**src/rtl/multicycle_ctrl_pkg.sv**
```systemverilog
// Shared definitions for the multicycle instruction sequencer: opcode classes,
// FSM state encoding and the decoded instruction class.
package multicycle_ctrl_pkg;

  localparam logic [6:0] OP_R      = 7'b0110011;
  localparam logic [6:0] OP_I      = 7'b0010011;
  localparam logic [6:0] OP_LOAD   = 7'b0000011;
  localparam logic [6:0] OP_STORE  = 7'b0100011;
  localparam logic [6:0] OP_BRANCH = 7'b1100011;

  // The encoding is visible on the debug state port, so the values are pinned.
  typedef enum logic [2:0] {
    ST_IDLE   = 3'd0,
    ST_FETCH  = 3'd1,
    ST_DECODE = 3'd2,
    ST_EXEC   = 3'd3,
    ST_MEM    = 3'd4,
    ST_WB     = 3'd5,
    ST_HALT   = 3'd6
  } state_e;

  typedef enum logic [2:0] {
    ClsNone,
    ClsR,
    ClsI,
    ClsLoad,
    ClsStore,
    ClsBranch
  } instr_class_e;

endpackage

```
**src/rtl/multicycle_ctrl_instr_class_decode.sv**
```systemverilog
// Combinational opcode classifier, shared by the sequencer and the ALU control.
module instr_class_decode
  import multicycle_ctrl_pkg::*;
(
  input  logic [6:0]   opcode_i,
  output instr_class_e class_o,
  output logic         legal_o
);

  // Map the major opcode onto an instruction class; anything else is illegal.
  always_comb begin
    class_o = ClsNone;
    legal_o = 1'b1;
    case (opcode_i)
      OP_R:      class_o = ClsR;
      OP_I:      class_o = ClsI;
      OP_LOAD:   class_o = ClsLoad;
      OP_STORE:  class_o = ClsStore;
      OP_BRANCH: class_o = ClsBranch;
      default:   legal_o = 1'b0;
    endcase
  end

endmodule

```
**src/rtl/multicycle_ctrl.sv**
```systemverilog
// Multicycle instruction sequencer: walks FETCH/DECODE/EXEC/MEM/WB, drives the
// datapath strobes, counts retired instructions and halts on a memory timeout.
module multicycle_ctrl
  import multicycle_ctrl_pkg::*;
#(
  parameter int unsigned XLEN        = 32,
  parameter int unsigned MEM_TIMEOUT = 15
) (
  input  logic            clock,
  input  logic            reset,
  input  logic            run,
  input  logic [6:0]      opcode,
  input  logic [4:0]      rd,
  input  logic            branchTaken,
  input  logic            memReady,
  output logic [2:0]      state,
  output logic            pcWrite,
  output logic            irWrite,
  output logic            regWrite,
  output logic            memRead,
  output logic            memWrite,
  output logic            instrDone,
  output logic            illegal,
  output logic            memErr,
  output logic [XLEN-1:0] retired
);

  localparam int unsigned WaitW = 4;
  // The timeout fires on the wait cycle that would bring the count to MEM_TIMEOUT.
  localparam logic [WaitW-1:0] WaitLast = WaitW'(MEM_TIMEOUT - 1);

  state_e          state_q, state_d;
  logic [WaitW-1:0] wait_q, wait_d;
  logic            mem_err_q, mem_err_d;
  logic [XLEN-1:0] retired_q, retired_d;

  instr_class_e    cls;
  logic            legal;
  logic            timeout;
  state_e          next_instr;

  instr_class_decode u_decode (
    .opcode_i (opcode),
    .class_o  (cls),
    .legal_o  (legal)
  );

  assign timeout    = (wait_q == WaitLast);
  assign next_instr = run ? ST_FETCH : ST_IDLE;

  // State, wait counter, sticky error and retirement count registers.
  always_ff @(posedge clock or posedge reset) begin
    if (reset) begin
      state_q   <= ST_IDLE;
      wait_q    <= '0;
      mem_err_q <= 1'b0;
      retired_q <= '0;
    end else begin
      state_q   <= state_d;
      wait_q    <= wait_d;
      mem_err_q <= mem_err_d;
      retired_q <= retired_d;
    end
  end

  // Next-state and strobe decode; the wait count clears whenever the state moves.
  always_comb begin
    state_d   = state_q;
    wait_d    = '0;
    mem_err_d = mem_err_q;
    pcWrite   = 1'b0;
    irWrite   = 1'b0;
    regWrite  = 1'b0;
    memRead   = 1'b0;
    memWrite  = 1'b0;
    instrDone = 1'b0;
    illegal   = 1'b0;
    case (state_q)
      ST_IDLE: begin
        if (run) state_d = ST_FETCH;
      end
      ST_FETCH: begin
        memRead = 1'b1;
        if (memReady) begin
          irWrite = 1'b1;
          pcWrite = 1'b1;
          state_d = ST_DECODE;
        end else if (timeout) begin
          mem_err_d = 1'b1;
          state_d   = ST_HALT;
        end else begin
          wait_d = wait_q + 1'b1;
        end
      end
      ST_DECODE: begin
        if (legal) begin
          state_d = ST_EXEC;
        end else begin
          // Illegal opcodes end the instruction without retiring it.
          illegal = 1'b1;
          state_d = next_instr;
        end
      end
      ST_EXEC: begin
        case (cls)
          ClsLoad, ClsStore: state_d = ST_MEM;
          ClsBranch: begin
            pcWrite   = branchTaken;
            instrDone = 1'b1;
            state_d   = next_instr;
          end
          default: state_d = ST_WB;
        endcase
      end
      ST_MEM: begin
        if (cls == ClsStore) memWrite = 1'b1;
        else                 memRead  = 1'b1;
        if (memReady) begin
          if (cls == ClsStore) begin
            instrDone = 1'b1;
            state_d   = next_instr;
          end else begin
            state_d = ST_WB;
          end
        end else if (timeout) begin
          mem_err_d = 1'b1;
          state_d   = ST_HALT;
        end else begin
          wait_d = wait_q + 1'b1;
        end
      end
      ST_WB: begin
        regWrite  = |rd;  // writes to x0 are dropped
        instrDone = 1'b1;
        state_d   = next_instr;
      end
      ST_HALT: begin
        state_d = ST_HALT;
      end
      default: state_d = ST_IDLE;
    endcase
  end

  assign retired_d = retired_q + XLEN'(instrDone);

  assign state   = state_q;
  assign memErr  = mem_err_q;
  assign retired = retired_q;

endmodule
```
**config.mk**
```make
export PLATFORM = sky130hd
export DESIGN_NAME = multicycle_ctrl
export DESIGN_NICKNAME = d
export VERILOG_FILES = /design/src/rtl/multicycle_ctrl_pkg.sv /design/src/rtl/multicycle_ctrl_instr_class_decode.sv /design/src/rtl/multicycle_ctrl.sv
export SDC_FILE = /design/constraint.sdc
export NUM_CORES = 1
export LEC_CHECK = 0
export CORE_MARGIN = 3
export CORE_UTILIZATION = 30
export DETAILED_ROUTE_END_ITERATION = 10
export GPL_TIMING_DRIVEN = 0
export PLACE_DENSITY = 0.55
export SKIP_CTS_REPAIR_TIMING = 1
export SYNTH_ARGS = -nofsm -noshare
export SYNTH_HDL_FRONTEND = slang
export SYNTH_SLANG_ARGS = --single-unit
```
**constraint.sdc**
```tcl
create_clock -name clock -period 2.85 [get_ports clock]
set_clock_uncertainty 0.15 [all_clocks]
set_input_delay 0.4275 -clock clock [delete_from_list [all_inputs] [get_ports clock]]
set_output_delay 0.4275 -clock clock [all_outputs]
set_load 0.01 [all_outputs]
```
# Yosys cells after proc, flatten, opt, wreduce, memory -nomap -nowiden
# Cells that the tools add are included.
[word_totals]
output_inout_bits = 43
wordCells = 57
ff_bits = 40
[classes]
n_eq_ne = 16
n_mux = 28
reduce_logical = 6
n_addsub = 2
bitwise = 1
[ops]
columns = ["op", "n"]
rows = [
  ["$add 32x1->32", 1],
  ["$pmux 3 s7", 1],
  ["$eq 3x3->1 const B", 5],
  ["$mux 3", 5],
  ["$pmux 3 s5", 1],
  ["$eq 7x6->1 const B", 2],
  ["$mux 1", 13],
  ["$mux 4", 3],
  ["$reduce_or 5->1", 2],
  ["$eq 3x2->1 const B", 3],
  ["$eq 7x2->1 const B", 1],
  ["$eq 7x5->1 const B", 1],
  ["$eq 7x7->1 const B", 1],
  ["$pmux 3 s2", 1],
  ["$add 4x1->4 const B", 1],
  ["$eq 4x4->1 const B", 1],
  ["$pmux 1 s2", 2],
  ["$reduce_or 2->1", 2],
  ["$eq 3x1->1 const B", 1],
  ["$logic_not 3->1", 1],
  ["$pmux 1 s3", 1],
  ["$reduce_and 3->1", 1],
  ["$mux 2", 1],
  ["$ne 2x2->1 const B", 1],
  ["$not 1->1", 1],
]

# Depth between registers and ports, before layout
[depth]
word_depth = 7
depth_mapped = 11
depth_no_buf = 11

# Modules after synthesis
# Synthesis repeated with hierarchy kept, for this count alone.
[unflattened]
cells_unflattened = 209
area_unflattened_um2 = 2143.3
[modules_own_cells]
columns = ["module", "area_per_inst_um2", "seq_area_each_um2", "n_inst", "cells_per_inst"]
rows = [
  ["multicycle_ctrl", 2087.0, 1001.0, 1, 199],
  ["instr_class_decode", 56.3, 0.0, 1, 10],
]

# Worst setup path before layout
# Ideal clock, no wire load.
[synth_timing]
path_kind = "input to register"
from = "input port opcode[2]"
to = "register retired_q[12] (netlist: retired[12])"
cell_stages = 11
t_arrival_ns = 2.812
required_time_ns = 2.621
setup_time_ns = 0.079
slack_ns = -0.192
path_buffers = 0
cell_sequence = "nand4bb_1 -> nor3_1 -> a21oi_1 -> o31ai_1 -> ha_1 -> ha_1 -> and4_1 -> and4_1 -> and3_1 -> and3_1 -> xor2_1"
[synth_between]
elab_chain_len = 7
word_cells_on_any_way = 13
cone_classes = "add/sub: 1; eq/ne: 7; mux: 5"
[synth_lines]
columns = ["element", "line_no", "rtl"]
rows = [
  ["from (decl)", "multicycle_ctrl.sv:12", "input logic [6:0] opcode,"],
  ["$eq 7x7->1, or another cell as far along", "multicycle_ctrl_instr_class_decode.sv:14", "case (opcode_i)"],
  ["$pmux 3 s5 (*)", "multicycle_ctrl_instr_class_decode.sv:14", ""],
  ["$eq 3x3->1", "multicycle_ctrl.sv:119", "if (cls == ClsStore) begin"],
  ["$mux 1", "multicycle_ctrl.sv:119", ""],
  ["$mux 1", "multicycle_ctrl.sv:118", "if (memReady) begin"],
  ["$pmux 1 s3 (*)", "multicycle_ctrl.sv:78", "case (state_q)"],
  ["named net instrDone", "multicycle_ctrl.sv:22", "output logic instrDone,"],
  ["$add 32x1->32 (*)", "multicycle_ctrl.sv:144", "assign retired_d = retired_q + XLEN'(instrDone);"],
  ["named net retired_d[12]", "multicycle_ctrl.sv:35", "logic [XLEN-1:0] retired_q, retired_d;"],
  ["to (signal assigned)", "multicycle_ctrl.sv:62", "retired_q <= retired_d;"],
  ["to (decl)", "multicycle_ctrl.sv:35", ""],
]
# The timed path passes the listed nets; every way through them passes the cells marked *.
# A chain may end at the register's enable or synchronous reset.

# Worst setup path after layout
[layout_timing]
from = "input port memReady"
to = "register retired_q[12] (netlist: retired[12])"
[layout_between]
elab_chain_len = 3
[layout_lines]
columns = ["element", "line_no", "rtl"]
rows = [
  ["from (decl)", "multicycle_ctrl.sv:15", "input logic memReady,"],
  ["$mux 1", "multicycle_ctrl.sv:118", ""],
  ["$pmux 1 s3", "multicycle_ctrl.sv:78", ""],
  ["$add 32x1->32", "multicycle_ctrl.sv:144", ""],
  ["named net retired_d[12]", "multicycle_ctrl.sv:35", ""],
]
# The timed path passes the listed nets, and every way through them passes these cells.

==> results.md <==
* Htree depth at 2
* Chip Width at 87.9 um
* Ys flop type: dfrtp_1
* Pins Over Slew Limit at 0
* Post-synth EDFFs at 0
* Worst setup path category: input pin to flop
* Initial Util at between 30% and 40%
* CP max stage delay at 630 ps
* Layout net count at 288
* Critical path, cell by cell: clkdlybuf4s50_1 > a21oi_2 > o31ai_2 > ha_2 > ha_4 > and4_4 > and4_4 > and3_4 > and3_4 > xor2_1
* Num rows at 29
* WP data required at ~2900 ps
* Crit-path leading delay family: simple AND/OR/NAND/NOR gates
* Vias per std cell at slightly below 5
* Total CTS buffers at 5
* Post-DP HPWL at 3260 um
* Sequential cell area fraction in the yosys report at 49.8%
* Net count after synthesis at ~220
* Gate Count Post-Synth at roughly 200
* Setup-failing EPs final at 0
* Final WL at between 4000 and 5000 um
* RSZ-0062 raised after global routing: false
* Largest fanout on the critical path at 7
* DRC at 0
* Power density cells at 556 nW/um^2
* Full die area at a little under 8000 um^2
* Min Hold Slack at 330 ps
* Core box area at 6420 um^2
* Clk_lat worst skew at 290 ps
* Library cells used by synthesis at 38
* Leak pwr at 1.39 nW
* First-pass GRT wire length at just under 8000 um
* YS warnings at 0
* Final Hold Viols at 0
* Worst path slowest cell: clkdlybuf4s50_1
* Hold WC Path Type: flop to flop
* Total congestion overflow at 0
* PortBufs at 59
* RePlAce Congestion at 0.815
* Synth top area share at 49.8%
* Share of flip-flops with an asynchronous set or reset at 100%
* Tmin final at 2720 ps
* Avg WL per Cell at 12.9 um
* Iter 0 DRT Violations at 47
* Actual slew at the worst max-slew pin at 832 ps
* Syn avg cell area at 10.3 um^2
* WP depth at 10
* Clock Sinks at 40
* Fmax at 368 MHz
* WP data arrival at 2790 ps
* Root Driver: clkbuf_8
* CP Launch Type: input pin
* Clk slew on worst S/H paths at 80 ps
* Peak supply drop at 0.335 mV
* Normalized max-slew margin at approximately 44%
* Setup crit end kind: flop
* Max Buffers Root-to-Sink at 2
* I/O Pins at 60
* P&R area growth vs syn at 46.1%
* Drt pass-1 iters at 4
* Crit path buf inv count at 1
* Flops & latches, synth at 40
* Top post-synthesis cells by area: dfrtp_1 50%, xnor2_1 7.8%, xor2_1 5.7%
* Design Power at around 1.6 mW
* Via count at 1658
* Layout cells sized above 1 at between 10 and 15%
* CTS tree: built
* Status: complete, no violations
* Worst Reg-to-Reg Cells at 11
* Chip Height at roughly 88 um
* Largest area contributor in the netlist: dfrtp_1
* Mapped cell area at 2010 um^2
* GRT Overall Usage at 12.6%
* Initial antenna violation count at 0
* Tcrit/Tclk final at 95.5%
* ANT cells at 0
* Post-DRT Antenna Nets at 0
* Worst hold stages at 1
* MaxCap Viol Count at 0
* Vias in the first global route at 1626
* Pin count of the biggest net entering global routing at 41
[synthesized netlist by cell type (all sizes together) (2+ instances only)]
cell / instances
and3: 11
a21oi: 6
a31oi: 3
nand4bb: 2
nand3: 13
nor2: 19
xnor2: 18
dfrtp: 40
ha: 4
nand2: 18
inv: 5
clkbuf: 2
xor2: 13
nand2b: 4
o22ai: 2
o21ai: 5
nand4: 3
and4: 5
nor2b: 3
nor3: 7
o21a: 2
[state kept, by name, indices dropped and copies added, names as in the netlist]
register / count
wait_q: 4
memErr: 1
retired: 32
state: 3
[metrics by stage]
step           util, %  TNS, ps  instances  setup WS, ps  area (um^2)
2_1_floorplan        -        0        195          1.18         2020
3_3_place_gp      42.2   -10180        331          -725         2710
3_5_place_dp      42.2   -10070        331          -722         2710
4_1_cts           43.5    -3280        339          -420         2800
5_1_grt           45.7        0        345          20.4         2940
6_report          45.7        0        345           129         2940
[power breakdown]
group	total, mW	switching (mW)	internal [mW]
sequential	0.711	0.0860	0.625
clock	0.371	0.201	0.171
combinational	0.552	0.261	0.291
[cell families (layout without fill, tap and decap cells)]
logic type | count (synthesis) | count (layout) | synth area share [%]
buffers and inverters | 8 | 81 | 1.56
adders and majority gates | 4 | 4 | 2.49
AOI/OAI and AO/OA | 23 | 23 | 7.03
DFF | 40 | 40 | 49.8
xor gates and xnor gates | 31 | 31 | 13.5
and+or+nand+nor | 89 | 89 | 25.6
[worst register-to-register path: cells and delay by family (launching register included)]
| family | cells | cell delay (ps) |
|---|---|---|
| AOI/OAI and AO/OA | 1 | 140 |
| DFF | 1 | 340 |
| buffers and inverters | 1 | 210 |
| xor gates and xnor gates | 1 | 130 |
| adders and majority gates | 2 | 390 |
| and+or+nand+nor | 6 | 1220 |
[layout make-up]
type                            count  area (um^2)
Timing Repair Buffer               66          661
Clock buffer                        5         68.8
Buffer                              2         8.76
Sequential cell                    40         1000
Tap cell                           77         96.3
Multi-Input combinational cell    147         1060
Inverter                            5         18.8
Clock inverter                      3         18.8
Fill cell                         599         3480
[final timing paths]
kind                              from     endpoint  slack, ps
setup / recovery              memReady  retired[12]        130
hold / removal             retired[31]  retired[31]        330
setup reg to reg              state[0]  retired[12]        200
hold reg to reg            retired[31]  retired[31]        330
max in group asynchronous        reset   retired[2]       1550
min in group asynchronous        reset  retired[31]        470
[placed cells by master, fill, tap and decap left out, types with 4 or more instances in the layout]
cell             count
buf_4                7
xor2_1              13
dfrtp_1             40
clkdlybuf4s50_1     52
and3_1               8
nand3_1             12
inv_1                4
o21ai_0              5
nor3_1               4
dlymetal6s2s_1       7
nand2_1             18
clkbuf_8             5
a21oi_1              5
xnor2_1             18
nor2_1              19
[per-layer routing]
layer / track usage, % / vias to the layer above / routed length (um)
met5: 0 / - / 0
met1: 16.5 / 783 / 2170
met4: 3.77 / 0 / 51
met3: 3.67 / 5 / 242
li1: - / 825 / -
met2: 20.3 / 45 / 2000
(Power assumes the default switching activity.)
